==> config.mk <==
export PLATFORM = sky130hd
export DESIGN_NAME = width_gearbox_flat
export DESIGN_NICKNAME = d
export VERILOG_FILES = /design/src/rtl/width_gearbox_if.sv /design/src/rtl/width_gearbox.sv /design/src/flat_wrapper.sv
export SDC_FILE = /design/constraint.sdc
export NUM_CORES = 1
export LEC_CHECK = 0
export CAP_MARGIN = 20
export CORE_MARGIN = 5
export CORE_UTILIZATION = 40
export DETAILED_ROUTE_END_ITERATION = 10
export MAX_ROUTING_LAYER = met4
export PLACE_DENSITY = 0.63
export SETUP_SLACK_MARGIN = 0.02
export SKIP_CTS_REPAIR_TIMING = 1
export SLEW_MARGIN = 30
export SYNTH_ARGS = -nofsm -noshare
export SYNTH_HDL_FRONTEND = slang
export SYNTH_SLANG_ARGS = --single-unit
==> constraint.sdc <==
create_clock -name Clk -period 10.2 [get_ports Clk]
set_input_delay 3.06 -clock Clk [delete_from_list [all_inputs] [get_ports Clk]]
set_output_delay 3.06 -clock Clk [all_outputs]
set_load 0.02 [all_outputs]
==> src/rtl/width_gearbox_if.sv <==
// Handshake and status bundle for width_gearbox.
// master is the gearbox itself; slave is the producer/consumer logic attached to it.
interface width_gearbox_if #(
  parameter int IWIDTH  = 8,
  parameter int OWIDTH  = 6,
  parameter int BUFBITS = 32
);
  localparam int LW = $clog2(BUFBITS + 1);

  logic [IWIDTH-1:0] DataIn;
  logic              InValid;
  logic              InReady;
  logic [OWIDTH-1:0] DataOut;
  logic              OutValid;
  logic              OutReady;
  logic              OutLast;
  logic              Flush;
  logic [LW-1:0]     Level;
  logic              IsFull;
  logic              IsEmpty;

  modport master (
    input  DataIn, InValid, OutReady, Flush,
    output InReady, DataOut, OutValid, OutLast, Level, IsFull, IsEmpty
  );

  modport slave (
    output DataIn, InValid, OutReady, Flush,
    input  InReady, DataOut, OutValid, OutLast, Level, IsFull, IsEmpty
  );
endinterface

==> src/rtl/width_gearbox.sv <==
// MSB-first bit-stream width converter: IWIDTH-bit words in, OWIDTH-bit words out,
// through an MSB-aligned bit buffer, with a flush that drains a zero-padded tail word.
//
// state   | meaning
// StRun   | streaming; pushes accepted while the buffer has room for a full input word
// StDrain | flush in progress; pushes held off until the buffer empties
module width_gearbox #(
  parameter int IWIDTH  = 8,
  parameter int OWIDTH  = 6,
  parameter int BUFBITS = 32
) (
  input logic             Clk,
  input logic             Reset,
  width_gearbox_if.master gb
);
  localparam int LW = $clog2(BUFBITS + 1);

  if (BUFBITS < IWIDTH + OWIDTH) begin : gBufTooSmall
    $error("width_gearbox: BUFBITS must be >= IWIDTH + OWIDTH");
  end

  typedef enum logic {StRun, StDrain} stateT;

  stateT              stateQ, stateD;
  logic [BUFBITS-1:0] bufQ, bufD;
  logic [LW-1:0]      fillQ, fillD;

  logic               flushPending;
  logic               inReady;
  logic               outValid;
  logic               push;
  logic               pop;
  logic [LW-1:0]      popBits;
  logic [LW-1:0]      fillAfterPop;
  logic [BUFBITS-1:0] shifted;
  logic [BUFBITS-1:0] inPlaced;

  assign flushPending = (stateQ == StDrain);
  assign inReady      = !flushPending && (fillQ <= LW'(BUFBITS - IWIDTH));
  assign outValid     = (fillQ >= LW'(OWIDTH)) || (flushPending && (fillQ != '0));
  assign push         = gb.InValid && inReady;
  assign pop          = outValid && gb.OutReady;

  // New input lands right below whatever survives this cycle's pop.
  always_comb begin
    popBits = '0;
    if (pop) begin
      popBits = (fillQ >= LW'(OWIDTH)) ? LW'(OWIDTH) : fillQ;
    end
    fillAfterPop = fillQ - popBits;
    shifted      = pop ? (bufQ << OWIDTH) : bufQ;
    inPlaced     = {gb.DataIn, {(BUFBITS - IWIDTH){1'b0}}} >> fillAfterPop;
    bufD         = push ? (shifted | inPlaced) : shifted;
    fillD        = fillAfterPop + (push ? LW'(IWIDTH) : '0);
  end

  always_comb begin
    stateD = stateQ;
    unique case (stateQ)
      StRun:   if (gb.Flush) stateD = StDrain;
      StDrain: if (fillD == '0) stateD = StRun;
      default: stateD = StRun;
    endcase
  end

  always_ff @(posedge Clk) begin
    if (Reset) begin
      stateQ <= StRun;
      bufQ   <= '0;
      fillQ  <= '0;
    end else begin
      stateQ <= stateD;
      bufQ   <= bufD;
      fillQ  <= fillD;
    end
  end

  assign gb.InReady  = inReady;
  assign gb.IsFull   = !inReady;
  assign gb.OutValid = outValid;
  assign gb.DataOut  = bufQ[BUFBITS-1 -: OWIDTH];
  assign gb.OutLast  = flushPending && (fillQ != '0) && (fillQ <= LW'(OWIDTH));
  assign gb.Level    = fillQ;
  assign gb.IsEmpty  = (fillQ == '0);
endmodule

==> src/flat_wrapper.sv <==
// flat-port wrapper written by rule: the top's interface ports become plain ports
module width_gearbox_flat 
#(
  parameter int IWIDTH  = 8,
  parameter int OWIDTH  = 6,
  parameter int BUFBITS = 32
)
  (Clk, Reset, gb_DataIn, gb_InValid, gb_OutReady, gb_Flush, gb_InReady, gb_DataOut, gb_OutValid, gb_OutLast, gb_Level, gb_IsFull, gb_IsEmpty);
  width_gearbox_if #(.IWIDTH(IWIDTH), .OWIDTH(OWIDTH), .BUFBITS(BUFBITS)) gb_i ();
  input logic Clk;
  input logic Reset;
  input wire logic [$bits(gb_i.DataIn)-1:0] gb_DataIn;
  input wire logic [$bits(gb_i.InValid)-1:0] gb_InValid;
  input wire logic [$bits(gb_i.OutReady)-1:0] gb_OutReady;
  input wire logic [$bits(gb_i.Flush)-1:0] gb_Flush;
  output wire logic [$bits(gb_i.InReady)-1:0] gb_InReady;
  output wire logic [$bits(gb_i.DataOut)-1:0] gb_DataOut;
  output wire logic [$bits(gb_i.OutValid)-1:0] gb_OutValid;
  output wire logic [$bits(gb_i.OutLast)-1:0] gb_OutLast;
  output wire logic [$bits(gb_i.Level)-1:0] gb_Level;
  output wire logic [$bits(gb_i.IsFull)-1:0] gb_IsFull;
  output wire logic [$bits(gb_i.IsEmpty)-1:0] gb_IsEmpty;
  assign gb_i.DataIn = gb_DataIn;
  assign gb_i.InValid = gb_InValid;
  assign gb_i.OutReady = gb_OutReady;
  assign gb_i.Flush = gb_Flush;
  assign gb_InReady = gb_i.InReady;
  assign gb_DataOut = gb_i.DataOut;
  assign gb_OutValid = gb_i.OutValid;
  assign gb_OutLast = gb_i.OutLast;
  assign gb_Level = gb_i.Level;
  assign gb_IsFull = gb_i.IsFull;
  assign gb_IsEmpty = gb_i.IsEmpty;
  width_gearbox #(.IWIDTH(IWIDTH), .OWIDTH(OWIDTH), .BUFBITS(BUFBITS)) u_core (.Clk(Clk), .Reset(Reset), .gb(gb_i));
endmodule
# After elaboration in Yosys (flattened, before gate mapping)
# Index checks and enable logic that the tools add are counted.
[word_totals]
word_cells = 30
output_inout_bits = 17
input_bits = 13
register_bits = 39
[classes]
n_reduce_logical = 11
n_lt_le_gt_ge = 3
add_sub_neg = 2
shifts = 1
muxes = 8
bitwise = 2
[op_table]
columns = ["operator", "n"]
rows = [
  ["$mux W32", 2],
  ["$or A32 B32 Y32", 1],
  ["$shr A32 B6 Y32", 1],
  ["$logic_not A6 Y1", 2],
  ["$mux W6", 2],
  ["$add A6 B6 Y6", 1],
  ["$ge A6 B3 Y1 const B", 1],
  ["$le A6 B3 Y1 const B", 1],
  ["$le A6 B5 Y1 const B", 1],
  ["$reduce_bool A6 Y1", 1],
  ["$sub A6 B6 Y6", 1],
  ["$logic_and A1 B1 Y1", 5],
  ["$mux W4", 1],
  ["$logic_not A1 Y1", 2],
  ["$mux W1", 2],
  ["$pmux W1 S2", 1],
  ["$logic_or A1 B1 Y1", 1],
  ["$not A1 Y1", 1],
]

# Depth between registers and ports, before layout
[logic_depth]
ltp_word = 10
mapped_depth = 17
ltp_nobuf = 13

# Worst setup path after synthesis
# No wires, ideal clock.
[synth_path]
kind = "input port to flip-flop"
start = "in gb_OutReady"
end = "reg u_core.stateQ (netlist: u_core.flushPending)"
setup_ns = 0.081
path_buffers = 3
required_ns = 10.119
stages = 14
arrival_time_ns = 5.984
slack_ns = 4.135
cell_sequence = "o21a_1 > buf_2 > clkbuf_1 > o21ai_0 > ha_1 > and3b_1 > buf_6 > o21ai_1 > nand2_2 > inv_2 > ha_1 > nor3b_1 > xor3_1 > a41oi_1"
[synth_between]
elab_chain_cells = 7
[synth_lines]
columns = ["element", "line", "rtl"]
rows = [
  ["from (decl)", "flat_wrapper.sv:14", "input wire logic [$bits(gb_i.OutReady)-1:0] gb_OutReady;"],
  ["$logic_and A1 B1 Y1", "width_gearbox.sv:42", "assign pop = outValid && gb.OutReady;"],
  ["$mux W6", "width_gearbox.sv:47", "if (pop) begin"],
  ["$sub A6 B6 Y6", "width_gearbox.sv:50", "fillAfterPop = fillQ - popBits;"],
  ["$add A6 B6 Y6", "width_gearbox.sv:54", "fillD = fillAfterPop + (push ? LW'(IWIDTH) : '0);"],
  ["$logic_not A6 Y1", "width_gearbox.sv:61", "StDrain: if (fillD == '0) stateD = StRun;"],
  ["$mux W1", "width_gearbox.sv:61", ""],
  ["$pmux W1 S2", "width_gearbox.sv:59", "unique case (stateQ)"],
  ["to (signal assigned)", "width_gearbox.sv:68", "stateQ <= StRun;"],
  ["to (signal assigned)", "width_gearbox.sv:72", "stateQ <= stateD;"],
  ["to (decl)", "width_gearbox.sv:24", "stateT stateQ, stateD;"],
]
# No other way between the ends.
# A chain may end at the register's enable or synchronous reset.

# Worst setup path after layout
# Same ends and word-level chain as after synthesis.

==> results.sh <==
export IMPL_outcome="complete, no violations"
export IMPL_min_from="u_core.bufQ[4]$_SDFF_PP0_"
export IMPL_worstHoldPathCells=2
export IMPL_nets=337
export IMPL_insertion_delay_ns=0.29
export IMPL_drt_first_iter_violations=275
export IMPL_max_clock_freq_mhz=150
export IMPL_setup_tns_final_ns=0
export IMPL_n_antenna_cell=0
export IMPL_timing_critical_path_to_type="flop"
export IMPL_timing_critical_path_slowest_stage_cell="o21a_2"
export IMPL_worst_setup_hold_path_clk_slew_ns=0.08
export IMPL_timing_setup_critical_path_class="primary input to flop"
export IMPL_tritoncts_num_sinks=39
export IMPL_grt_remaining_overflow=0
export IMPL_cp_cell_sequence="clkdlybuf4s50_1, o21a_2, o21ai_0, ha_1, and3b_1, o21ai_1, nand2_2, inv_2, ha_1, nor3b_1, xor3_1, a41oi_1"
export IMPL_regToRegSetupSlack_ns=6.01
export IMPL_antenna_found_initial=0
export IMPL_synthDominantCellAreaShare_pct=30.4
export IMPL_placedCellCount=384
export IMPL_rsz_0062_raised_after_global_routing="false"
export IMPL_final_core_util_pct=46.2
export IMPL_timing_critical_path_slowest_cell_delay_ns=0.57
export IMPL_p_leak_nw=1.06
export IMPL_fin_crit_sh_pct=65.4
export IMPL_max_cap_violations=0
export IMPL_synth_most_common_cell="dfxtp_1"
export IMPL_synthesis_instances=301
export IMPL_cp_arrival_ns=6.89
export IMPL_floorplan_initialDensity_pct=40.7
export IMPL_cell_internal_pwr_mw=0.499
export IMPL_clock_path_buffers=2
export IMPL_synth_ff_latch_count=39
export IMPL_netlist_cell_type_count=60
export IMPL_core_area_um2=6310
export IMPL_seq_power_share_pct=20.1
export IMPL_cp_data_required_time_ns=10.42
export IMPL_tightestPinTransition_ns=0.839
export IMPL_cp_buffers_inverters=2
export IMPL_number_of_standard_cell_rows_in_the_floorplan=29
export IMPL_drt_pass1_iterations=4
export IMPL_power_switching_mw=0.536
export IMPL_yosys_warnings=0
export IMPL_io_pins=30
export IMPL_tritoncts_num_buffers=5
export IMPL_async_reset_ff_share_pct=0
export IMPL_avgSynthCellArea_um2=8.55
export IMPL_layout_drive_gt1_share_pct=9.84
export IMPL_worstRegToRegCells=12
export IMPL_final_setup_viol_count=0
export IMPL_power_density_nw_per_um2=355
export IMPL_h_tree_depth=2
export IMPL_critical_path_reg2reg_endpoint="u_core.flushPending$_SDFF_PP0_"
export IMPL_clockRootBuffer="clkbuf_8"
export IMPL_synth_area_um2=2570
export IMPL_synth_enable_flop_cells=0
export IMPL_hold_end="u_core.bufQ[4]$_SDFF_PP0_"
export IMPL_layoutNonFillerInstCount=392
export IMPL_synthesis_to_finish_area_growth_pct=13.4
export IMPL_power_clock_fraction_pct=10.2
export IMPL_worst_clk_skew_ns=0.00608
export IMPL_finalWirelength_um=6540
export IMPL_cpMostUsedCell="ha_1"
export IMPL_finalWorstPathRequiredPeriod_ns=6.67
export IMPL_io_buffers=29
export IMPL_dpl_instance_area_um2=2830
export IMPL_share_of_synthesized_area_occupied_by_flip_flops_and_latches_pct=30.4
export IMPL_ys_dominant_reg_cell="dfxtp_1"
export IMPL_power_ir_vdd_worst_mv=0.152
export IMPL_post_route_cell_area_um2=2920
export IMPL_post_synth_top_area_cell="dfxtp_1"
export IMPL_route_antenna_remaining_nets=0
export IMPL_maximum_number_of_pins_on_one_net_before_global_route_repair=40
export IMPL_worst_path_max_fanout=29
export IMPL_timing_final_max_slew_violations=0
export IMPL_dpl_hpwl_um=4830
export IMPL_synth_area_top_cells="dfxtp_1, mux2i_1, nand2_1"
export IMPL_p_sw_share_pct=51.8
export IMPL_first_pass_grt_wire_length_um=10800
export IMPL_die_width_um=90.2
export IMPL_routed_wire_length_per_instance_um=16.7
export IMPL_slew_limit_headroom_pct=44.0
export IMPL_grt_pass1_vias=2202
export IMPL_timing_hold_worst_class="flop to flop"
export IMPL_clock_tree_from_tritoncts="done"
export IMPL_final_hold_viol_count=0
export IMPL_gr_usage_all_layers_pct=16.4
export IMPL_reg2reg_from="u_core.gb.Level[1]$_SDFF_PP0_"
export IMPL_remaining_drc_errors=0
export IMPL_detailroute_via_count=2296
export IMPL_power_frac_comb_pct=69.7
export IMPL_design_die_area_um2=8140
export IMPL_via_per_inst=5.86
export IMPL_gp_routability_congestion=0.916
export IMPL_critPathTopFamily="compound AO/OA/AOI/OAI gates"
export IMPL_die_height_um=90.2
export IMPL_synthTopCellsByCount="dfxtp_1, nand2_1, nor2_1, mux2i_1, a31oi_1"
export IMPL_critPathLaunchType="primary input"
per-stage QoR:
step / power (mW) / setup WS (ns) / hold WS, ns
floorplan: 0.776 / 4.13 / 0.432
CTS: 1.03 / 3.57 / 0.461
global route: 1.11 / 3.28 / 0.495
finish: 1.03 / 3.53 / 0.463
detailed placement: 0.922 / 3.28 / 0.449
global placement: 0.918 / 2.87 / 0.446
power by group through the flow:
stage / logic, mW / registers [mW] / clock network, mW
global route: 0.783 / 0.213 / 0.112
floorplan: 0.562 / 0.214 / 0
finish: 0.721 / 0.208 / 0.105
CTS: 0.713 / 0.208 / 0.107
global placement: 0.707 / 0.211 / 0
detailed placement: 0.711 / 0.211 / 0
cell families after synthesis:
group,Yosys count,synth area share (%)
AO/OA/AOI/OAI,75,20.8
adder cells (fa/ha/maj),10,5.16
AND/OR/NAND/NOR,104,20.2
multiplexers,32,13.8
buffers and inverters,35,7.00
other,1,0.146
XOR/XNOR,5,2.58
flip-flops,39,30.4
per-layer routing:
metal | GRT usage, % | up-vias | routed length (µm)
met2 | 27.6 | 55 | 3170
met4 | 6.33 | 0 | 177
met1 | 19.2 | 1088 | 2940
met5 | - | - | 0
li1 | - | 1137 | -
met3 | 3.26 | 16 | 255
worst reg2reg max path: stages (launching register included):
cell,delay (ns)
dfxtp_1,0.55
o22a_1,0.24
o21a_2,0.56
o21ai_0,0.41
ha_1,0.38
and3b_1,0.24
o21ai_1,0.43
nand2_2,0.27
inv_2,0.14
ha_1,0.18
nor3b_1,0.23
xor3_1,0.28
a41oi_1,0.20
cells in the final DEF, fill, tap and decap left out, drive strengths merged, types with 4 or more instances in the layout:
cell type,Yosys,layout
a211oi,4,4
a21oi,10,10
a31oi,15,15
a32oi,4,4
clkbuf,12,6
clkdlybuf4s50,0,29
conb,1,4
dfxtp,39,39
ha,9,9
inv,7,7
mux2,7,7
mux2i,23,23
nand2,32,32
nand3,6,6
nand4,13,13
nor2,24,24
nor2b,5,5
nor3,5,5
o21ai,8,8
o22ai,8,8
o2bb2ai,4,4
o32ai,5,5
state kept, by name, indices dropped and copies added (netlist names):
register             count
u_core.flushPending      1
u_core.bufQ             32
u_core.gb.Level          6
cell type report:
class | count | area [µm²]
Multi-Input combinational cell | 230 | 1620
Clock inverter | 2 | 12.5
Sequential cell | 39 | 781
Fill cell | 641 | 3400
Timing Repair Buffer | 31 | 305
Inverter | 7 | 26.3
Clock buffer | 6 | 72.6
Tap cell | 77 | 96.3
worst max-delay path by stage:
stage               slack (ns)  depth (start not counted)                              to        start
floorplan                 4.13                         14  u_core.flushPending$_SDFF_PP0_  gb_OutReady
global placement          2.87                         12  u_core.flushPending$_SDFF_PP0_  gb_OutReady
detailed placement        3.28                          9       u_core.bufQ[7]$_SDFF_PP0_  gb_OutReady
CTS                       3.57                          9       u_core.bufQ[7]$_SDFF_PP0_  gb_OutReady
global route              3.28                          9      u_core.bufQ[15]$_SDFF_PP0_  gb_OutReady
finish                    3.53                         12  u_core.flushPending$_SDFF_PP0_  gb_OutReady
(Power assumes the default switching activity.)
